File: src/rtl/spi_accel_responder_pkg.sv
// Shared definitions for the accelerometer SPI responder: command codes,
// register-map sizing defaults, FSM state encoding and the pointer
// auto-increment helper used by burst reads and writes.
package spi_accel_responder_pkg;

  localparam int          REG_COUNT_DEF = 20;
  localparam int          RO_COUNT_DEF  = 4;
  localparam logic [7:0]  CMD_WRITE_DEF = 8'h0A;
  localparam logic [7:0]  CMD_READ_DEF  = 8'h0B;

  typedef enum logic [2:0] {
    ST_CMD,
    ST_ADDR_RD,
    ST_ADDR_WR,
    ST_DATA_RD,
    ST_DATA_WR,
    ST_IGNORE
  } state_t;

  // Burst pointer advance: wraps to 0 after the last implemented register.
  // Pointers that start above the map run on to 8'hFF and wrap naturally.
  function automatic logic [7:0] next_ptr(input logic [7:0] p, input int reg_count);
    return (p == 8'(reg_count - 1)) ? 8'd0 : p + 8'd1;
  endfunction

endpackage

File: src/rtl/spi_accel_responder_if.sv
// SPI pins plus the write-observation strobe bus of the accelerometer responder.
// Ports: CS/MOSI from the master, MISO back; wr_strobe/wr_addr/wr_data report
// each committed write. master modport = SPI master side, slave = responder.
interface spi_accel_responder_if;
  logic       CS;
  logic       MOSI;
  logic       MISO;
  logic       wr_strobe;
  logic [7:0] wr_addr;
  logic [7:0] wr_data;

  modport master (output CS, MOSI, input MISO, wr_strobe, wr_addr, wr_data);
  modport slave  (input CS, MOSI, output MISO, wr_strobe, wr_addr, wr_data);
endinterface

File: src/rtl/spi_accel_responder_shift_byte.sv
// MOSI deserializer (spi_shift_byte): shifts bits on SCLK rising, counts them
// in bit_cnt and flags byte_done on the 8th bit; byte_val is the full byte
// including the bit being sampled. CS high asynchronously clears bit_cnt.
// Ports: SCLK, resetn, cs, mosi in; bit_cnt, byte_done, byte_val out.
module spi_accel_responder_shift_byte (
  input  logic       SCLK,
  input  logic       resetn,
  input  logic       cs,
  input  logic       mosi,
  output logic [2:0] bit_cnt,
  output logic       byte_done,
  output logic [7:0] byte_val
);
  logic [6:0] sr;

  always_ff @(posedge SCLK or posedge cs) begin
    if (cs)
      bit_cnt <= 3'd0;
    else if (!resetn)
      bit_cnt <= 3'd0;
    else
      bit_cnt <= bit_cnt + 3'd1;
  end

  // Stale bits left by an aborted byte are harmless: bit_cnt restarts at 0,
  // so all seven history bits are overwritten before the next byte_done.
  always_ff @(posedge SCLK) begin
    sr <= {sr[5:0], mosi};
  end

  // bit_cnt is held at 0 while CS is high, so byte_done cannot fire then.
  assign byte_done = (bit_cnt == 3'd7);
  assign byte_val  = {sr, mosi};
endmodule

File: src/rtl/spi_accel_responder.sv
// SPI mode-0 slave modelling the accelerometer register map (0x0B read,
// 0x0A write, address byte, auto-incrementing data burst).
// Ports: SCLK (block clock), resetn (sync, active-low), bus (slave modport).
module spi_accel_responder
  import spi_accel_responder_pkg::*;
#(
  parameter int         REG_COUNT = REG_COUNT_DEF,
  parameter int         RO_COUNT  = RO_COUNT_DEF,
  parameter logic [7:0] CMD_WRITE = CMD_WRITE_DEF,
  parameter logic [7:0] CMD_READ  = CMD_READ_DEF
) (
  input  logic                  SCLK,
  input  logic                  resetn,
  spi_accel_responder_if.slave  bus
);
  logic       cs;
  logic [2:0] bit_cnt;
  logic       byte_done;
  logic [7:0] byte_val;

  state_t     state;
  logic [7:0] regs [REG_COUNT];
  logic [7:0] ptr;
  logic [7:0] tx_byte;
  logic       miso_q;
  logic       wr_strobe_q;
  logic [7:0] wr_addr_q;
  logic [7:0] wr_data_q;

  logic [7:0] nxt;
  logic [7:0] rd_addr;
  logic [7:0] rd_data;
  logic       wr_ok;

  assign cs = bus.CS;

  spi_accel_responder_shift_byte u_shift (
    .SCLK      (SCLK),
    .resetn    (resetn),
    .cs        (cs),
    .mosi      (bus.MOSI),
    .bit_cnt   (bit_cnt),
    .byte_done (byte_done),
    .byte_val  (byte_val)
  );

  assign nxt   = next_ptr(ptr, REG_COUNT);
  assign wr_ok = (ptr >= 8'(RO_COUNT)) && (ptr < 8'(REG_COUNT));

  // One read port serves both the address phase (first byte of a burst)
  // and the data phase (prefetch of the following byte).
  always_comb begin
    rd_addr = (state == ST_ADDR_RD) ? byte_val : nxt;
    rd_data = 8'h00;
    for (int i = 0; i < REG_COUNT; i++) begin
      if (rd_addr == 8'(i)) rd_data = regs[i];
    end
  end

  // Frame control; CS high aborts the frame asynchronously.
  always_ff @(posedge SCLK or posedge cs) begin
    if (cs) begin
      state <= ST_CMD;
    end else if (!resetn) begin
      state <= ST_CMD;
    end else if (byte_done) begin
      case (state)
        ST_CMD: begin
          if (byte_val == CMD_READ)       state <= ST_ADDR_RD;
          else if (byte_val == CMD_WRITE) state <= ST_ADDR_WR;
          else                            state <= ST_IGNORE;
        end
        ST_ADDR_RD: state <= ST_DATA_RD;
        ST_ADDR_WR: state <= ST_DATA_WR;
        default:    state <= state;
      endcase
    end
  end

  // Register file, burst pointer and write-observation outputs. These
  // survive a CS abort; only resetn reinitialises them.
  always_ff @(posedge SCLK) begin
    if (!resetn) begin
      for (int i = 0; i < REG_COUNT; i++) regs[i] <= 8'(i);
      ptr         <= 8'd0;
      tx_byte     <= 8'd0;
      wr_strobe_q <= 1'b0;
      wr_addr_q   <= 8'd0;
      wr_data_q   <= 8'd0;
    end else begin
      wr_strobe_q <= 1'b0;
      if (byte_done) begin
        case (state)
          ST_ADDR_RD: begin
            ptr     <= byte_val;
            tx_byte <= rd_data;
          end
          ST_ADDR_WR: ptr <= byte_val;
          ST_DATA_RD: begin
            ptr     <= nxt;
            tx_byte <= rd_data;
          end
          ST_DATA_WR: begin
            if (wr_ok) begin
              for (int i = 0; i < REG_COUNT; i++) begin
                if (ptr == 8'(i)) regs[i] <= byte_val;
              end
              wr_strobe_q <= 1'b1;
              wr_addr_q   <= ptr;
              wr_data_q   <= byte_val;
            end
            ptr <= nxt;
          end
          default: ;
        endcase
      end
    end
  end

  // MISO launches on the falling edge so the master samples a settled bit.
  always_ff @(negedge SCLK or posedge cs) begin
    if (cs)
      miso_q <= 1'b0;
    else if (!resetn)
      miso_q <= 1'b0;
    else if (state == ST_DATA_RD)
      miso_q <= tx_byte[3'd7 - bit_cnt];
    else
      miso_q <= 1'b0;
  end

  assign bus.MISO      = cs ? 1'b0 : miso_q;
  assign bus.wr_strobe = wr_strobe_q;
  assign bus.wr_addr   = wr_addr_q;
  assign bus.wr_data   = wr_data_q;
endmodule
File: src/flat_wrapper.sv
// flat-port wrapper written by rule: the top's interface ports become plain ports
module spi_accel_responder_flat import spi_accel_responder_pkg::*;
#(
  parameter int         REG_COUNT = REG_COUNT_DEF,
  parameter int         RO_COUNT  = RO_COUNT_DEF,
  parameter logic [7:0] CMD_WRITE = CMD_WRITE_DEF,
  parameter logic [7:0] CMD_READ  = CMD_READ_DEF
)
  (SCLK, resetn, bus_CS, bus_MOSI, bus_MISO, bus_wr_strobe, bus_wr_addr, bus_wr_data);
  spi_accel_responder_if bus_i ();
  input  logic SCLK;
  input  logic resetn;
  input wire logic [$bits(bus_i.CS)-1:0] bus_CS;
  input wire logic [$bits(bus_i.MOSI)-1:0] bus_MOSI;
  output wire logic [$bits(bus_i.MISO)-1:0] bus_MISO;
  output wire logic [$bits(bus_i.wr_strobe)-1:0] bus_wr_strobe;
  output wire logic [$bits(bus_i.wr_addr)-1:0] bus_wr_addr;
  output wire logic [$bits(bus_i.wr_data)-1:0] bus_wr_data;
  assign bus_i.CS = bus_CS;
  assign bus_i.MOSI = bus_MOSI;
  assign bus_MISO = bus_i.MISO;
  assign bus_wr_strobe = bus_i.wr_strobe;
  assign bus_wr_addr = bus_i.wr_addr;
  assign bus_wr_data = bus_i.wr_data;
  spi_accel_responder #(.REG_COUNT(REG_COUNT), .RO_COUNT(RO_COUNT), .CMD_WRITE(CMD_WRITE), .CMD_READ(CMD_READ)) u_core (.SCLK(SCLK), .resetn(resetn), .bus(bus_i));
endmodule
File: config.mk
export PLATFORM = sky130hd
export DESIGN_NAME = spi_accel_responder_flat
export DESIGN_NICKNAME = d
export VERILOG_FILES = /design/src/rtl/spi_accel_responder_pkg.sv /design/src/rtl/spi_accel_responder_if.sv /design/src/rtl/spi_accel_responder_shift_byte.sv /design/src/rtl/spi_accel_responder.sv /design/src/flat_wrapper.sv
export SDC_FILE = /design/constraint.sdc
export NUM_CORES = 1
export LEC_CHECK = 0
export BUFFER_PORTS_ARGS = -buffer_cell sky130_fd_sc_hd__buf_2
export CORE_ASPECT_RATIO = 1.2
export CORE_MARGIN = 2
export CORE_UTILIZATION = 60
export DETAILED_ROUTE_END_ITERATION = 10
export GPL_TIMING_DRIVEN = 0
export HOLD_SLACK_MARGIN = 0.08
export PLACE_DENSITY = 0.77
export SLEW_MARGIN = 20
export SYNTH_ARGS = -nofsm -noshare
export SYNTH_HDL_FRONTEND = slang
export SYNTH_SLANG_ARGS = --single-unit
File: constraint.sdc
create_clock -name SCLK -period 3.6 [get_ports SCLK]
set_input_delay 0.9 -clock SCLK [delete_from_list [all_inputs] [get_ports SCLK]]
set_output_delay 0.9 -clock SCLK [all_outputs]
set_load 0.005 [all_outputs]
=== Word level (Yosys, flattened, before mapping) ===
Memory sizes are Yosys's and may differ from the RTL's.
Index checks and enable logic that the tools add are counted.

* Order comparisons: 3
* Bitwise logic cells: 20
* Add/sub/neg operators: 3
* Reductions and logical operators: 13
* Divide/modulo/power cells: 0
* Shift operators: 0
* Multiply operators: 0
* Eq/ne operators: 47
* Multiplexer cells: 176

{| class="wikitable"
|+ Operator list
! cell !! number
|-
| $mux W8 || 42
|-
| $eq A8 B4 Y1 const B || 18
|-
| $mux W1 || 126
|-
| $eq A8 B3 Y1 const B || 8
|-
| $eq A8 B5 Y1 const B || 8
|-
| $eq A8 B2 Y1 const B || 4
|-
| $or A1 B1 Y1 || 20
|-
| $eq A8 B1 Y1 const B || 2
|-
| $logic_not A8 Y1 || 2
|-
| $pmux W8 S2 || 1
|-
| $mux W3 || 5
|-
| $pmux W3 S3 || 1
|-
| $add A8 B1 Y8 const B || 1
|-
| $ge A8 B3 Y1 const B || 1
|-
| $lt A8 B5 Y1 const B || 1
|-
| $eq A3 B2 Y1 const B || 2
|-
| $eq A3 B3 Y1 const B || 2
|-
| $reduce_and A2 Y1 || 3
|-
| $reduce_and A3 Y1 || 2
|-
| $reduce_or A2 Y1 || 3
|-
| $lt A3 B4 Y1 const B || 1
|-
| $ne A4 B1 Y1 const B || 1
|-
| $add A3 B1 Y3 const B || 1
|-
| $bmux W1 S3 || 1
|-
| 6 further kinds || 6
|}

* Register bits after elaboration: 47
* Input port bits: 4
* Bits in latches: 0
* Memories kept: 1
* Memory bits (writable): 160
* Memory bits (read-only): 0

{| class="wikitable"
|+ Memories
! name !! depth !! bits a word !! read ports !! clocked after Yosys merged registers in !! wr ports !! line !! RTL
|-
| u_core.regs || 20 || 8 || 20 || 0 || 20 || spi_accel_responder.sv:22 || <nowiki>logic [7:0] regs [REG_COUNT];</nowiki>
|}

=== Longest topological paths before layout ===
* Word-level depth: 24
* Gate-level depth with buffers: 13
* Depth with buffers taken out: 9

=== Modules after synthesis ===
A second synthesis with hierarchy kept.

* Cell total of the unflattened synthesis: 910
* Area total of the unflattened synthesis: 9789.4 sq um

{| class="wikitable"
|+ Modules (own cells, without submodules)
! module !! cells each !! times used !! seq. area each (sq um) !! area an instance (sq um)
|-
| spi_accel_responder || 893 || 1 || 5565.3 || 9511.6
|-
| spi_accel_responder_shift_byte || 17 || 1 || 215.2 || 277.8
|}

==> key figures <==
Status
  – Status: complete, but fails checks
  – Violated checks: setup timing

Critical path
  – Crit path cell chain: nor2b_4 > buf_2
  – Crit path max-delay cell type: dfrtn_1
  – Reg2Reg Depth: 11
  – RR Startpoint: u_core.ptr[1]
  – Largest stage delay, worst path: 0.40 ns
  – Worst R2R Setup Slack: 0.03 ns
  – Critical path class: reg2out
  – CP Max Fanout: 1
  – Endpoint class of the critical path: primary output
  – Arrival time worst endpoint: 2.96 ns
  – Required time of the worst setup path: 2.70 ns
  – Kind of start point of the critical path: flip-flop
  – R2r endpoint: u_core.tx_byte[1]

Placed design
  – GP Congestion: 1.05
  – Detailed Place HPWL: 20600 um
  – Dpl cells: 1188
  – Pre-CTS setup slack: -0.362 ns
  – Placed cell area: 10400 sq um
  – I/O Buffers: 21

Final layout
  – Final Core Density: 68.0%
  – Area added between synthesis and finish: 11.3%
  – Layout cells sized above 1: 12.5%
  – Non-filler instance count after layout: 1223
  – Layout fillers: 1260
  – Antenna Cells: 0
  – Final Cell Area: 11000 sq um
  – Nets: 1010

Timing
  – Final setup viols: 1
  – Clock Skew: 0.0166 ns
  – Final Hold Viols: 0
  – Slew headroom: 36.0%
  – Worst setup margin: -0.262 ns
  – Slew Limit Fails: 0
  – RSZ-0062 raised after global routing: yes
  – Fin Setup TNS: -0.262 ns
  – Least-Margin Pin Slew: 0.961 ns

Power
  – Leak: 3.99 nW
  – P per Cell Area: 441 nW/um^2
  – Max rail drop VDD: 423 uV

CTS
  – CTS buffer count: 21
  – H-tree depth: 1
  – CTS Hold Bufs: 0
  – Clk pin slew, worst setup/hold paths: 0.06 ns
  – CTS tree: done
  – Worst-Skew Late Latency: 0.50 ns
  – Deepest clock path buffer count: 3
  – Clock sink total: 207
  – Clock Tree Root: clkbuf_16

Synthesis
  – Mapped Avg Cell Area: 10.7 sq um
  – EDFF count, synth: 160
  – Syn Inst Count: 923
  – #FFs+latches synth: 207
  – Synth Area in Compound Gates: 12.4%
  – Library cells used by synthesis: 85
  – Ys async rst share: 3.38%
  – Largest family of logic cells by synthesized area: simple AND/OR/NAND/NOR gates
  – Sequential share of the synthesized area: 58.6%
  – Synth Area in XOR/XNOR: 0.355%
  – Synth Area in Simple Gates: 20.1%
  – Post-Syn Area: 9860 sq um
  – YS warnings: 0
  – Synth Flop Type: edfxtp_1
  – Post-synthesis mux area share: 3.08%
  – Post-synthesis adder-cell area fraction: 0.761%

Routing
  – Number of detailed-route iterations in the first pass: 5
  – Initial drt markers: 1496
  – DR vias/cell: 6.51
  – DRC Markers: 0
  – Avg WL per Cell: 23.9 um
  – DR vias: 7966
  – Total Wirelength: 29200 um
  – Detail Route Antenna Nets: 0

Floorplanning
  – Initial Util: 61.1%
  – Row Count: 51
  – Die width: 121 um
  – I/O pin cnt: 22
  – Die ar.: 17500 sq um
  – Core area: 16100 sq um
  – Die height: 144 um

Flow run
  – MaxCap Viol Count: 0

Global routing
  – First-pass GRT wire length: 43100 um
  – Gr usage total: 33.6%
  – Total global routing overflow: 0
  – Vias in the first global route: 7331
  – Initial antenna violation count: 0
  – Pin count of the biggest net entering global routing: 18

Hold path
  – Hold Crit Class: in2async
worst max-delay path by stage:
stage / startpoint / endpoint / slack (ns) / cells after the start
floorplan: resetn / u_core.miso_q / 0.18 / 3
global placement: resetn / u_core.miso_q / -0.32 / 4
detailed placement: resetn / u_core.miso_q / -0.36 / 4
CTS: u_core.miso_q / bus_MISO / -0.26 / 2
global route: u_core.miso_q / bus_MISO / -0.29 / 2
finish: u_core.miso_q / bus_MISO / -0.26 / 2
where the power goes:
part | switching, mW | total, mW | internal, mW
logic | 0.169 | 0.222 | 0.0522
registers | 0.0327 | 2.68 | 2.65
clock network | 0.881 | 1.94 | 1.06
total | 1.08 | 4.84 | 3.76
final cells by class:
cell class	instances	area, sq um	share of cell area, %
timing repair buffer	24	128	1.16
buffer	63	392	3.57
tap	212	265	2.42
sequential	207	5780	52.7
clock inverter	11	56.3	0.513
clock buffer	23	533	4.86
inverter	19	71.3	0.650
multi-input combinational	664	3750	34.2
cell usage after synthesis (6+ instances only):
library cell | number | share of area, %
mux2i_1 | 18 | 1.8
and3_1 | 18 | 1.1
buf_6 | 10 | 1.1
clkbuf_1 | 32 | 1.2
o21ai_0 | 27 | 1.4
inv_1 | 19 | 0.72
nand3_1 | 34 | 1.7
or3_1 | 6 | 0.38
dfrtp_1 | 6 | 1.5
nand2_1 | 155 | 5.9
a21oi_1 | 40 | 2.0
ha_1 | 6 | 0.76
dfxtp_1 | 40 | 8.1
nand4_1 | 19 | 1.2
edfxtp_1 | 160 | 49
a211oi_1 | 7 | 0.53
o22ai_1 | 9 | 0.57
a22oi_1 | 9 | 0.69
nor3_1 | 16 | 0.81
buf_2 | 10 | 0.51
and2_1 | 8 | 0.51
a31oi_1 | 9 | 0.57
a311oi_1 | 6 | 0.53
buf_4 | 7 | 0.53
nor2_1 | 129 | 4.9
cell usage in the layout, fill, tap and decap left out, types with 10 or more instances in the layout:
cell,Yosys,routed
and3_1,18,18
nand2_1,155,155
clkbuf_1,32,33
edfxtp_1,160,160
mux2i_1,18,18
dfxtp_1,40,40
nor2_1,129,129
conb_1,2,32
inv_1,19,19
buf_6,10,10
buf_4,7,10
nand3_1,34,34
nor3_1,16,16
a21oi_1,40,40
buf_2,10,31
nand4_1,19,19
clkbuf_16,0,21
o21ai_0,27,26
state kept, by name (all words and copies together) (netlist names):
name	count
u_core.bus.wr_addr	8
u_core.u_shift.sr	7
u_core.ptr	8
u_core.bus.wr_strobe	1
u_core.miso_q	1
u_core.tx_byte	8
u_core.u_shift.bit_cnt	3
u_core.regs	160
u_core.state	3
u_core.bus.wr_data	8
layer usage:
layer / track usage [%] / wire length [um] / vias up
met5: 0 / 0 / -
met4: 19.7 / 1990 / 0
met3: 5.68 / 3340 / 143
met2: 52.8 / 13300 / 593
met1: 44.1 / 10600 / 3733
li1: - / - / 3497
critical path: cells and delay by family, from the launching register on:
family / cells / cell delay (ns)
buf+inv: 1 / 0.11
flops: 1 / 0.40
simple gates: 1 / 0.14
timing repair:
item	in CTS	in global routing
endpoints found under the setup margin	1	6
gates resized for setup	0	3
pin swaps	0	1
setup buffers	0	1
hold endpoints to repair	0	0
logic make-up (layout without fill, tap and decap cells):
| family | Yosys count | after routing |
|---|---|---|
| other | 2 | 32 |
| and+or+nand+nor | 426 | 426 |
| AOI/OAI and AO/OA | 170 | 170 |
| DFF | 207 | 207 |
| muxes | 26 | 26 |
| xor gates and xnor gates | 4 | 4 |
| adders and majority gates | 6 | 6 |
| buffers and inverters | 82 | 140 |
through the flow:
step	hold slack, ns	power (mW)
detailed placement	0.342	2.94
floorplan	0.329	2.85
finish	0.346	4.84
global route	0.363	4.94
CTS	0.326	4.83
global placement	0.335	2.93
No activity file was read; power rests on OpenSTA's default activity.
